### src/rtl/bus6502_pkg.sv
// Shared types and constants for the 6502 memory responder.
package bus6502_pkg;

  typedef enum logic {
    IDLE = 1'b0,
    BUSY = 1'b1
  } state_t;

  localparam logic [7:0]  OPEN_BUS = 8'hFF;
  localparam logic [15:0] VEC_LO   = 16'hFFFC;
  localparam logic [15:0] VEC_HI   = 16'hFFFD;

  // 17-bit differences give unsigned range tests that stay warning-free when base is 0.
  function automatic logic in_window(input logic [15:0] addr,
                                     input logic [15:0] base,
                                     input logic [15:0] limit);
    logic [16:0] lo_d;
    logic [16:0] hi_d;
    lo_d = {1'b0, addr} - {1'b0, base};
    hi_d = {1'b0, limit} - {1'b0, addr};
    return !lo_d[16] && !hi_d[16];
  endfunction

endpackage

### src/rtl/bus6502_mem_resp_if.sv
// CPU-side and backend-side signals of the memory responder.
// Backend handshake: mem_req stays high with stable mem_addr/mem_we/mem_wdata until a
// single-cycle mem_ack pulse; mem_rdata is valid only in the mem_ack cycle.
interface bus6502_mem_resp_if;
  logic [15:0] cpu_ab;
  logic [7:0]  cpu_do;
  logic        cpu_we;
  logic [7:0]  cpu_di;
  logic        cpu_rdy;
  logic        mem_req;
  logic        mem_we;
  logic [15:0] mem_addr;
  logic [7:0]  mem_wdata;
  logic        mem_ack;
  logic [7:0]  mem_rdata;
  logic        err_timeout;

  modport slave (
    input  cpu_ab, cpu_do, cpu_we, mem_ack, mem_rdata,
    output cpu_di, cpu_rdy, mem_req, mem_we, mem_addr, mem_wdata, err_timeout
  );

  modport master (
    output cpu_ab, cpu_do, cpu_we, mem_ack, mem_rdata,
    input  cpu_di, cpu_rdy, mem_req, mem_we, mem_addr, mem_wdata, err_timeout
  );
endinterface

### src/rtl/bus6502_wait_timer.sv
// Backend wait counter; term flags the edge on which the count reaches TIMEOUT.
module bus6502_wait_timer #(
  parameter int TIMEOUT = 16
) (
  input  logic clk,
  input  logic rst,
  input  logic clr,
  input  logic en,
  output logic term
);
  logic [7:0] count;

  assign term = en && (count == 8'(TIMEOUT - 1));

  always_ff @(posedge clk or posedge rst) begin
    if (rst) begin
      count <= 8'h00;
    end else if (clr) begin
      count <= 8'h00;
    end else if (en) begin
      count <= count + 8'h01;
    end
  end
endmodule

### src/rtl/bus6502_mem_resp.sv
// Answers 6502 bus cycles: reset vector locally, open bus outside the window,
// everything else through a stalled request/ack backend with timeout.
module bus6502_mem_resp
  import bus6502_pkg::*;
#(
  parameter logic [15:0] WIN_BASE  = 16'h0000,
  parameter logic [15:0] WIN_LIMIT = 16'hFFFB,
  parameter logic [15:0] RESET_VEC = 16'h0400,
  parameter int          TIMEOUT   = 16
) (
  input  logic                clk,
  input  logic                rst,
  bus6502_mem_resp_if.slave   bus,
  output state_t              dbg_state
);
  state_t      state;
  logic [7:0]  di_q;
  logic        rdy_q;
  logic        req_q;
  logic        we_q;
  logic [15:0] addr_q;
  logic [7:0]  wdata_q;
  logic        tmo_q;
  logic        tmr_term;
  logic        hit_win;

  assign hit_win = in_window(bus.cpu_ab, WIN_BASE, WIN_LIMIT);

  // Holding clear while idle leaves the count at zero on every BUSY entry.
  bus6502_wait_timer #(.TIMEOUT(TIMEOUT)) u_timer (
    .clk  (clk),
    .rst  (rst),
    .clr  (state == IDLE),
    .en   ((state == BUSY) && !bus.mem_ack),
    .term (tmr_term)
  );

  always_ff @(posedge clk or posedge rst) begin
    if (rst) begin
      state   <= IDLE;
      di_q    <= 8'h00;
      rdy_q   <= 1'b1;
      req_q   <= 1'b0;
      we_q    <= 1'b0;
      addr_q  <= 16'h0000;
      wdata_q <= 8'h00;
      tmo_q   <= 1'b0;
    end else begin
      tmo_q <= 1'b0;
      case (state)
        IDLE: begin
          if (rdy_q) begin
            if (!bus.cpu_we && bus.cpu_ab == VEC_LO) begin
              di_q <= RESET_VEC[7:0];
            end else if (!bus.cpu_we && bus.cpu_ab == VEC_HI) begin
              di_q <= RESET_VEC[15:8];
            end else if (hit_win) begin
              state   <= BUSY;
              req_q   <= 1'b1;
              rdy_q   <= 1'b0;
              addr_q  <= bus.cpu_ab;
              we_q    <= bus.cpu_we;
              wdata_q <= bus.cpu_do;
            end else if (!bus.cpu_we) begin
              di_q <= OPEN_BUS;
            end
          end
        end
        BUSY: begin
          // Ack wins over a timeout landing on the same edge.
          if (bus.mem_ack) begin
            state <= IDLE;
            req_q <= 1'b0;
            rdy_q <= 1'b1;
            if (!we_q) di_q <= bus.mem_rdata;
          end else if (tmr_term) begin
            state <= IDLE;
            req_q <= 1'b0;
            rdy_q <= 1'b1;
            tmo_q <= 1'b1;
            if (!we_q) di_q <= OPEN_BUS;
          end
        end
        default: state <= IDLE;
      endcase
    end
  end

  assign bus.cpu_di      = di_q;
  assign bus.cpu_rdy     = rdy_q;
  assign bus.mem_req     = req_q;
  assign bus.mem_we      = we_q;
  assign bus.mem_addr    = addr_q;
  assign bus.mem_wdata   = wdata_q;
  assign bus.err_timeout = tmo_q;
  assign dbg_state       = state;
endmodule

### src/flat_wrapper.sv
// flat-port wrapper written by rule: the top's interface ports become plain ports
module bus6502_mem_resp_flat import bus6502_pkg::*;
#(
  parameter logic [15:0] WIN_BASE  = 16'h0000,
  parameter logic [15:0] WIN_LIMIT = 16'hFFFB,
  parameter logic [15:0] RESET_VEC = 16'h0400,
  parameter int          TIMEOUT   = 16
)
  (clk, rst, dbg_state, bus_cpu_ab, bus_cpu_do, bus_cpu_we, bus_mem_ack, bus_mem_rdata, bus_cpu_di, bus_cpu_rdy, bus_mem_req, bus_mem_we, bus_mem_addr, bus_mem_wdata, bus_err_timeout);
  bus6502_mem_resp_if bus_i ();
  input  logic clk;
  input  logic rst;
  output state_t dbg_state;
  input wire logic [$bits(bus_i.cpu_ab)-1:0] bus_cpu_ab;
  input wire logic [$bits(bus_i.cpu_do)-1:0] bus_cpu_do;
  input wire logic [$bits(bus_i.cpu_we)-1:0] bus_cpu_we;
  input wire logic [$bits(bus_i.mem_ack)-1:0] bus_mem_ack;
  input wire logic [$bits(bus_i.mem_rdata)-1:0] bus_mem_rdata;
  output wire logic [$bits(bus_i.cpu_di)-1:0] bus_cpu_di;
  output wire logic [$bits(bus_i.cpu_rdy)-1:0] bus_cpu_rdy;
  output wire logic [$bits(bus_i.mem_req)-1:0] bus_mem_req;
  output wire logic [$bits(bus_i.mem_we)-1:0] bus_mem_we;
  output wire logic [$bits(bus_i.mem_addr)-1:0] bus_mem_addr;
  output wire logic [$bits(bus_i.mem_wdata)-1:0] bus_mem_wdata;
  output wire logic [$bits(bus_i.err_timeout)-1:0] bus_err_timeout;
  assign bus_i.cpu_ab = bus_cpu_ab;
  assign bus_i.cpu_do = bus_cpu_do;
  assign bus_i.cpu_we = bus_cpu_we;
  assign bus_i.mem_ack = bus_mem_ack;
  assign bus_i.mem_rdata = bus_mem_rdata;
  assign bus_cpu_di = bus_i.cpu_di;
  assign bus_cpu_rdy = bus_i.cpu_rdy;
  assign bus_mem_req = bus_i.mem_req;
  assign bus_mem_we = bus_i.mem_we;
  assign bus_mem_addr = bus_i.mem_addr;
  assign bus_mem_wdata = bus_i.mem_wdata;
  assign bus_err_timeout = bus_i.err_timeout;
  bus6502_mem_resp #(.WIN_BASE(WIN_BASE), .WIN_LIMIT(WIN_LIMIT), .RESET_VEC(RESET_VEC), .TIMEOUT(TIMEOUT)) u_core (.clk(clk), .rst(rst), .bus(bus_i), .dbg_state(dbg_state));
endmodule
### config.mk
export PLATFORM = sky130hd
export DESIGN_NAME = bus6502_mem_resp_flat
export DESIGN_NICKNAME = d
export VERILOG_FILES = /design/src/rtl/bus6502_pkg.sv /design/src/rtl/bus6502_mem_resp_if.sv /design/src/rtl/bus6502_wait_timer.sv /design/src/rtl/bus6502_mem_resp.sv /design/src/flat_wrapper.sv
export SDC_FILE = /design/constraint.sdc
export NUM_CORES = 1
export LEC_CHECK = 0
export ABC_AREA = 0
export BUFFER_PORTS_ARGS = -buffer_cell sky130_fd_sc_hd__buf_2
export CAP_MARGIN = 25
export CORE_MARGIN = 3
export CORE_UTILIZATION = 49
export DETAILED_ROUTE_END_ITERATION = 12
export HOLD_SLACK_MARGIN = 0.1
export PLACE_DENSITY_LB_ADDON = 0.05
export SLEW_MARGIN = 20
export SYNTH_ARGS = -nofsm -noshare
export SYNTH_HDL_FRONTEND = slang
export SYNTH_SLANG_ARGS = --single-unit
### constraint.sdc
create_clock -name clk -period 2.2 [get_ports clk]
set_clock_uncertainty 0.1 [all_clocks]
set_input_delay 0.22 -clock clk [delete_from_list [all_inputs] [get_ports clk]]
set_output_delay 0.22 -clock clk [all_outputs]
set_load 0.02 [all_outputs]
-- Word-level counts from Yosys, hierarchy flattened
Cells that the tools add are included.
- flip-flop bits (word level): 45
- output and inout port bits: 37
- word-level logic and storage cells: 72
- bits of input ports: 36
- bitwise gates (word level): 4
- equal/unequal tests: 12
- reduce and logical (&&, ||, !) cells: 9
- mux-type cells: 36
- $add $sub $neg: 2
- operators with widths (kind ; count):
    $mux W8 ; 11
    $eq A16 B16 Y1 const B ; 2
    $mux W1 ; 21
    $sub A16 B16 Y17 const A ; 1
    $pmux W8 S2 ; 1
    $reduce_and A5 Y1 ; 3
    $ne A2 B2 Y1 const B ; 5
    $add A8 B1 Y8 const B ; 1
    $eq A8 B4 Y1 const B ; 1
    $pmux W1 S2 ; 3
    $logic_and A1 B1 Y1 ; 4
    $ne A4 B1 Y1 const B ; 1
    $ne A4 B2 Y1 const B ; 1
    $not A1 Y1 ; 4
    $ne A3 B3 Y1 const B ; 1
    $logic_not A1 Y1 ; 2
    $ne A2 B1 Y1 const B ; 1

-- Longest topological paths before layout
Gate-level depths: netlist of the first run.
- depth after elaboration: 6
- depth in mapped cells: 7
- gate-level depth less buffers: 6

-- Modules after synthesis
A second synthesis of the first run with hierarchy kept.
- cells, all modules: 156
- area total of the unflattened synthesis: 2000.7 um^2
- by module, submodules not included (module ; instances ; cells an instance ; seq. area each (um^2) ; area each (um^2)):
    bus6502_mem_resp ; 1 ; 115 ; 927.1 ; 1579.0
    bus6502_wait_timer ; 1 ; 41 ; 200.2 ; 421.7

-- Worst setup path before layout of the first run
Ideal clock, no wire load.
- path type: input port to flip-flop
- start: input port bus_cpu_ab[15]
- end: register u_core.di_q[0] (netlist: u_core.bus.cpu_di[0])
- library setup time: 0.125 ns
- stages: 7
- buffers on the path: 2
- required time: 1.975 ns
- path slack: 0.316 ns
- arrival time: 1.659 ns
- path through: nand4_1 or4_1 buf_6 nor3_2 a21o_2 buf_12 mux2_4
- cells in the longest elaborated chain, start to end: 6
- elaborated cells between the ends (all ways): 12
- classes of those cells: 1 x add/sub; 4 x eq/ne; 4 x mux; 3 x reduce/logical
- RTL lines (element ; RTL line ; RTL):
    start, declared ; flat_wrapper.sv:14 ; input wire logic [$bits(bus_i.cpu_ab)-1:0] bus_cpu_ab;
    parallel branches: the longest is 6 deep, another holds $sub A16 B16 Y17 ; - ;
    end signal, assigned ; bus6502_mem_resp.sv:54 ; di_q <= RESET_VEC[7:0];
    end signal, assigned ; bus6502_mem_resp.sv:56 ; di_q <= RESET_VEC[15:8];
    end signal, assigned ; bus6502_mem_resp.sv:75 ; if (!we_q) di_q <= bus.mem_rdata;
    end, declared ; bus6502_mem_resp.sv:17 ; logic [7:0] di_q;
Several ways; the timed one is not identified. The select of a mux whose other input is x is not followed.
A chain may end at the register's enable or synchronous reset.

-- Worst setup path in the final report of the first run
- start: register u_core.u_timer.count[5]
- end: register u_core.di_q[5] (netlist: u_core.bus.cpu_di[5])
- cells in the longest elaborated chain, start to end: 4
- RTL lines (element ; RTL line ; RTL):
    start, declared ; bus6502_wait_timer.sv:11 ; logic [7:0] count;
    start signal, assigned ; bus6502_wait_timer.sv:21 ; count <= count + 8'h01;
    $eq A8 B4 Y1 ; bus6502_wait_timer.sv:13 ; assign term = en && (count == 8'(TIMEOUT - 1));
    $logic_and A1 B1 Y1 ; bus6502_wait_timer.sv:13 ;
    $ne A3 B3 Y1 (no source line) ; - ;
    $reduce_and A5 Y1 (no source line) ; - ;
No other way between the ends.

==> results by group, run 1 <==
Run status
  – Status: finished clean

Die
  – Ports: between 70 and 80
  – Core area: between 0.003 and 0.004 sq mm
  – Die ar.: approximately 0.0048 sq mm
  – Die Width: 69.6 um
  – Die Height: slightly below 70 um
  – Row count: 22
  – Initial core utilization: 52.6%

Synthesis
  – Yosys top cell area share: about 56%
  – YS warnings: 0
  – Proportion of synthesized flip-flops having asynchronous set or reset: between 90% and 100%
  – Count of different cell masters after synthesis: 34
  – Post-Synthesis Mean Instance Area: around 13 sq um
  – Area contributors post-synth: dfrtp_1, mux2_2, mux2_4
  – Main synth FF type: dfrtp_1
  – Synthesized net count: around 180
  – Yosys top cell by area: dfrtp_1
  – Synthesized instance count: roughly 150
  – EDFF count, synth: 0
  – FF+latch count, synth: 45
  – Cell area after synthesis: about 0.0020 sq mm
  – Seq/Total Area, Yosys: between 50% and 60%

CTS
  – Root buf cell: clkbuf_8
  – CTS max path bufs: 2
  – Post-CTS setup buffer count: 0
  – CTS sink count: 45
  – CTS tree: yes
  – Clk slew on worst S/H paths: roughly 0.080 ns
  – H-tree Lvls: 2
  – Num CTS Buffers: 5
  – Clock latency at the later pin of the worst-skew pair: around 0.29 ns

Final layout
  – Area grow syn2layout: 36.8%
  – Commonest non-fill, non-tap cells in the layout: buf_2, dfrtp_1, dlygate4sd3_1, mux2_2, nor2_1
  – Final nets: approximately 280
  – Area of the multi-input gates: approximately 810 sq um
  – Layout cell share with drive strength beyond 1: around half
  – Filler cells: 260
  – Seq. cell area: 0.00113 sq mm
  – Diode count: 0
  – Most common cell after layout, fill and taps aside: buf_2

Route
  – DRT met1 WL: around 1700 um
  – Via Count: 1478
  – Total wire length: about 4400 um
  – ANT nets after route: 0
  – Metal2 WL: ~2400 um
  – Drt via density: ~5
  – # DRC: 0
  – Post-DR wirelength/cell: 14.9 um
  – Drt initial violations: 39
  – Drt pass-1 iters: 4
  – Met3 wire len: 254 um
  – DR top layer: met4

STA
  – Final worst path period need: 2.01 ns
  – Final hold slack: around 0.13 ns
  – Final Max Slew Viols: 0
  – F_max: just under 500 MHz
  – Slew @ Worst Pin: roughly 0.6 ns
  – Final setup viols: 0
  – Setup TNS: 0 ns
  – Hold Fails Final Rpt: 0
  – Fin crit share: approximately nine tenths
  – RSZ-0062 raised after global routing: no
  – Headroom to the max-slew limit: 59.2%

Place
  – Detail Placement HPWL: ~3000 um
  – Gpl congestion: around 0.70
  – Buffers added on ports: between 70 and 80

Global routing
  – First-pass GRT wire length: 7530 um
  – Grt total ovfl: 0
  – Global Route Usage Sum: slightly below 20%
  – Vias in the first global route: around 1.6k
  – Largest net degree at the start of global routing: 30
  – Antenna violations before repair: 0

Power and ir drop
  – Leak Pwr: between 1.5 and 2 nW
  – P per Cell Area: ~530 mW/mm^2
  – Worst vdd ir: around 0.47 mV

Worst setup path
  – Nature of the critical path endpoint: flip-flop
  – Critical path's slowest cell: dfrtp_1
  – Kind of critical path: flip-flop to flip-flop
  – Slowest stage delay, CP: around 0.44 ns
  – Crit start category: flip-flop
  – Worst Path Arrival: 2.08 ns
  – Worst-path maximum fanout: 8
  – Crit-path cells: nor4_4, a41oi_1, nor3b_1, a21o_2, mux2_4
  – Worst Path Required: approximately 2.3 ns

Job
  – Max cap viols: 0

Worst hold path
  – Hold/Removal Path Class: primary input to flip-flop
[cell families after synthesis]
group,synth area share [%]
muxes,20.8
adders and majority gates,0.631
xor gates and xnor gates,3.09
buffers and inverters,2.90
and+or+nand+nor,13.7
AOI/OAI and AO/OA,2.08
DFF,56.8
[cell type report]
type                       instances  share of cell area, %
clock buffer                       7                   3.18
clock inverter                     1                  0.277
inverter                           1                  0.138
multi-input combinational         95                   30.0
sequential                        45                   41.5
tap                               48                   2.21
timing repair buffer              98                   22.7
[what timing repair did]
item / in CTS / in global routing
hold buffers: 24 / 0
endpoints found under the hold margin: 49 / 0
endpoints found under the setup margin: 0 / 8
gates resized for setup: 0 / 2
[metrics by stage]
| stage | worst slack, ns | area, sq um | utilization, % | cells | total power [mW] |
|---|---|---|---|---|---|
| floorplan | 0.316 | 1980 | - | 147 | 0.860 |
| global placement | 0.0480 | 2360 | 62.7 | 263 | 0.902 |
| detailed placement | -0.00664 | 2360 | 62.7 | 263 | 0.905 |
| CTS | 0.120 | 2700 | 71.6 | 295 | 1.45 |
| global route | 0.0476 | 2710 | 72.0 | 295 | 1.51 |
| finish | 0.186 | 2710 | 72.0 | 295 | 1.44 |
[synth_stat cells, types with 2 or more instances]
library cell,n
clkbuf_1,2
nand3_1,3
mux2_2,23
dfrtp_1,44
buf_4,2
mux2_4,8
and3_1,2
a21oi_1,2
nand4_1,3
xor2_1,3
mux2_1,2
xnor2_1,4
nand2_1,6
and2_1,7
nor2_1,17
[registers in the layout (all words and copies together) (netlist names)]
register	cells
u_core.dbg_state	1
u_core.bus.cpu_di	8
u_core.bus.mem_addr	16
u_core.bus.mem_req	1
u_core.bus.err_timeout	1
u_core.u_timer.count	8
u_core.bus.mem_wdata	8
u_core.bus.mem_we	1
u_core.bus.cpu_rdy	1
[critical path: cells and delay by family, from the launching register on]
kind / cells / cell delay [ns]
multiplexers: 1 / 0.33
AO/OA/AOI/OAI: 2 / 0.50
flip-flops: 1 / 0.44
AND/OR/NAND/NOR: 2 / 0.52
[per-layer routing]
layer / global-route usage, % / vias up
met4: 6.38 / 0
met3: 4.93 / 2
li1: - / 701
met2: 34.6 / 42
met1: 22.8 / 733
met5: 0 / -
[final timing paths]
kind / cells after the start / startpoint / end / slack [ns]
setup / recovery: 5 / u_core.u_timer.count[5] / u_core.bus.cpu_di[5] / 0.19
hold / removal: 2 / bus_cpu_ab[1] / u_core.bus.mem_addr[1] / 0.13
setup reg to reg: 5 / u_core.u_timer.count[5] / u_core.bus.cpu_di[5] / 0.19
hold reg to reg: 1 / u_core.bus.mem_addr[8] / u_core.bus.mem_addr[8] / 0.40
max in group asynchronous: 4 / rst / u_core.bus.cpu_di[4] / 0.97
min in group asynchronous: 3 / rst / u_core.bus.mem_addr[15] / 0.44
[power by group]
| group | switching, mW | total, mW | internal (mW) | leakage (nW) |
|---|---|---|---|---|
| Clock | 0.266 | 0.521 | 0.255 | 0.0445 |
| Combinational | 0.0403 | 0.0956 | 0.0553 | 0.839 |
| Sequential | 0 | 0.826 | 0.826 | 0.625 |
| Total | 0.306 | 1.44 | 1.14 | 1.51 |
No activity file was read; power rests on OpenSTA's default activity.
==> run 2, diff against run 1 <==
CORE_ASPECT_RATIO = 0.75   (was default)
==> run 2 against run 1 <==
Register-to-register slack lost 0.08 ns. Setup slack lost 0.084 ns. First-iteration DRC count grew 130%. Combinational power shrank 1%. Hold slack lost 0.0078 ns. Critical path depth is the same. Critical path type unchanged. Critical endpoint is now u_core.bus.cpu_di[6].
==> results by group, run 2 (synthesis results as in run 1) <==
Run status
  – Status: finished clean

STA
  – Final setup viols: 0
  – Slew @ Worst Pin: between 0.5 and 0.6 ns
  – Hold Fails Final Rpt: 0
  – F_max: approximately 480 MHz
  – Fin crit share: about 95%
  – Final hold slack: about 0.12 ns
  – Final worst path period need: around 2.1 ns
  – RSZ-0062 raised after global routing: no
  – Setup TNS: 0 ns
  – Headroom to the max-slew limit: about 63%
  – Final Max Slew Viols: 0

Worst setup path
  – Kind of critical path: flip-flop to flip-flop
  – R2R Path Start: u_core.u_timer.count[5]
  – Slowest stage delay, CP: 0.44 ns
  – Worst Path Required: roughly 2.3 ns
  – Crit start category: flip-flop
  – Nature of the critical path endpoint: flip-flop
  – Critical path's slowest cell: dfrtp_1
  – Worst-path maximum fanout: 8
  – Critical Path Start: u_core.u_timer.count[5]
  – Crit-path cells: nor4_2, a41oi_1, nor3b_1, a21o_2, mux2_4
  – Worst Path Arrival: approximately 2.2 ns

Power and ir drop
  – P per Cell Area: between 500 and 600 mW/mm^2
  – Worst vdd ir: 0.391 mV
  – Leak Pwr: around 1.5 nW

Job
  – Max cap viols: 0

Route
  – Drt initial violations: 88
  – Total wire length: about 4300 um
  – # DRC: 0
  – Via Count: 1463
  – ANT nets after route: 0
  – Drt pass-1 iters: 3
  – Drt via density: 4.89
  – Post-DR wirelength/cell: ~14 um

CTS
  – H-tree Lvls: 2
  – CTS tree: yes
  – CTS sink count: 45
  – Post-CTS setup buffer count: 0
  – Num CTS Buffers: 5
  – Root buf cell: clkbuf_8
  – CTS max path bufs: 2
  – Clock latency at the later pin of the worst-skew pair: around 0.29 ns
  – Clk slew on worst S/H paths: ~0.090 ns

Global routing
  – Antenna violations before repair: 0
  – M3 GR Usage: under 10%
  – Met1 Track Usage GR: approximately 22%
  – First-pass GRT wire length: 7020 um
  – Vias in the first global route: 1567
  – Largest net degree at the start of global routing: 27
  – Global Route Usage Sum: 19.1%
  – Gr busiest metal: met2
  – Grt total ovfl: 0
  – GR Util met2: between 30 and 40%

Die
  – Die Width: a little under 80 um
  – Ports: 73
  – Die Height: approximately 61 um
  – Die ar.: between 0.004 and 0.005 sq mm
  – Core area: 0.00378 sq mm
  – Initial core utilization: roughly 52%
  – Row count: 19

Final layout
  – Max FFs per register: 16
  – Diode count: 0
  – Fin util: 72.2%
  – Layout cell share with drive strength beyond 1: between 40% and 50%
  – Area grow syn2layout: 37.5%
  – Commonest non-fill, non-tap cells in the layout: buf_2, dfrtp_1, dlygate4sd3_1, mux2_2, nor2_1
  – Final nets: 283
  – Most common cell after layout, fill and taps aside: buf_2

Worst hold path
  – Hold/Removal Path Class: primary input to flip-flop
  – Worst Hold Launch: bus_cpu_ab[1]

Place
  – Buffers added on ports: 72
  – Detail Placement HPWL: 2970 um
  – Gpl congestion: approximately 0.72
[run 2: per-layer routing]
metal / vias to the layer above / part of all wire, %
met3: 6 / 6.9
li1: 709 / -
met2: 43 / 52
met1: 705 / 40
met5: - / 0
met4: 0 / 0.96
[run 2: area by class of cell]
class | instances | area [sq um]
multi-input cells | 95 | 805
inverters | 1 | 3.75
fillers | 271 | 1050
clock buffers | 6 | 72.6
well taps | 52 | 65.1
flip-flops and latches | 45 | 1130
repair buffers | 98 | 616
clock inverters | 2 | 38.8
[run 2: through the flow]
step	worst slack (ns)	total power, mW	instance area (sq um)	instances
5_1_grt	0.00528	1.60	2730	299
3_3_place_gp	0.0472	0.903	2370	267
3_5_place_dp	0.00330	0.905	2370	267
6_report	0.102	1.53	2730	299
2_1_floorplan	0.316	0.860	1980	147
4_1_cts	0.00397	1.55	2720	299
[run 2: final timing paths]
check	slack [ns]	cells past startpoint	to
max in group asynchronous	1.18	4	u_core.bus.cpu_di[5]
hold / removal	0.12	2	u_core.bus.mem_addr[1]
min in group asynchronous	0.30	3	u_core.bus.mem_wdata[7]
hold reg to reg	0.40	1	u_core.bus.mem_addr[8]
setup reg to reg	0.10	5	u_core.bus.cpu_di[6]
setup / recovery	0.10	5	u_core.bus.cpu_di[6]
[run 2: power by group]
| group | leakage, nW | switching (mW) | internal [mW] | total, mW |
|---|---|---|---|---|
| sequential | 0.625 | 0 | 0.826 | 0.826 |
| combinational | 0.833 | 0.0391 | 0.0553 | 0.0944 |
| clock | 0.0554 | 0.272 | 0.341 | 0.613 |
[run 2: critical path, delay by kind of cell (launching register included)]
| kind | cells | cell delay, ns |
|---|---|---|
| simple gates | 2 | 0.61 |
| compound gates | 2 | 0.51 |
| flops | 1 | 0.44 |
| mux | 1 | 0.33 |
[run 2: repair_timing]
| action | CTS | global route |
|---|---|---|
| hold buffers | 24 | 0 |
| resized for setup | 0 | 1 |
| setup endpoints to repair | 0 | 8 |
| endpoints found under the hold margin | 40 | 0 |
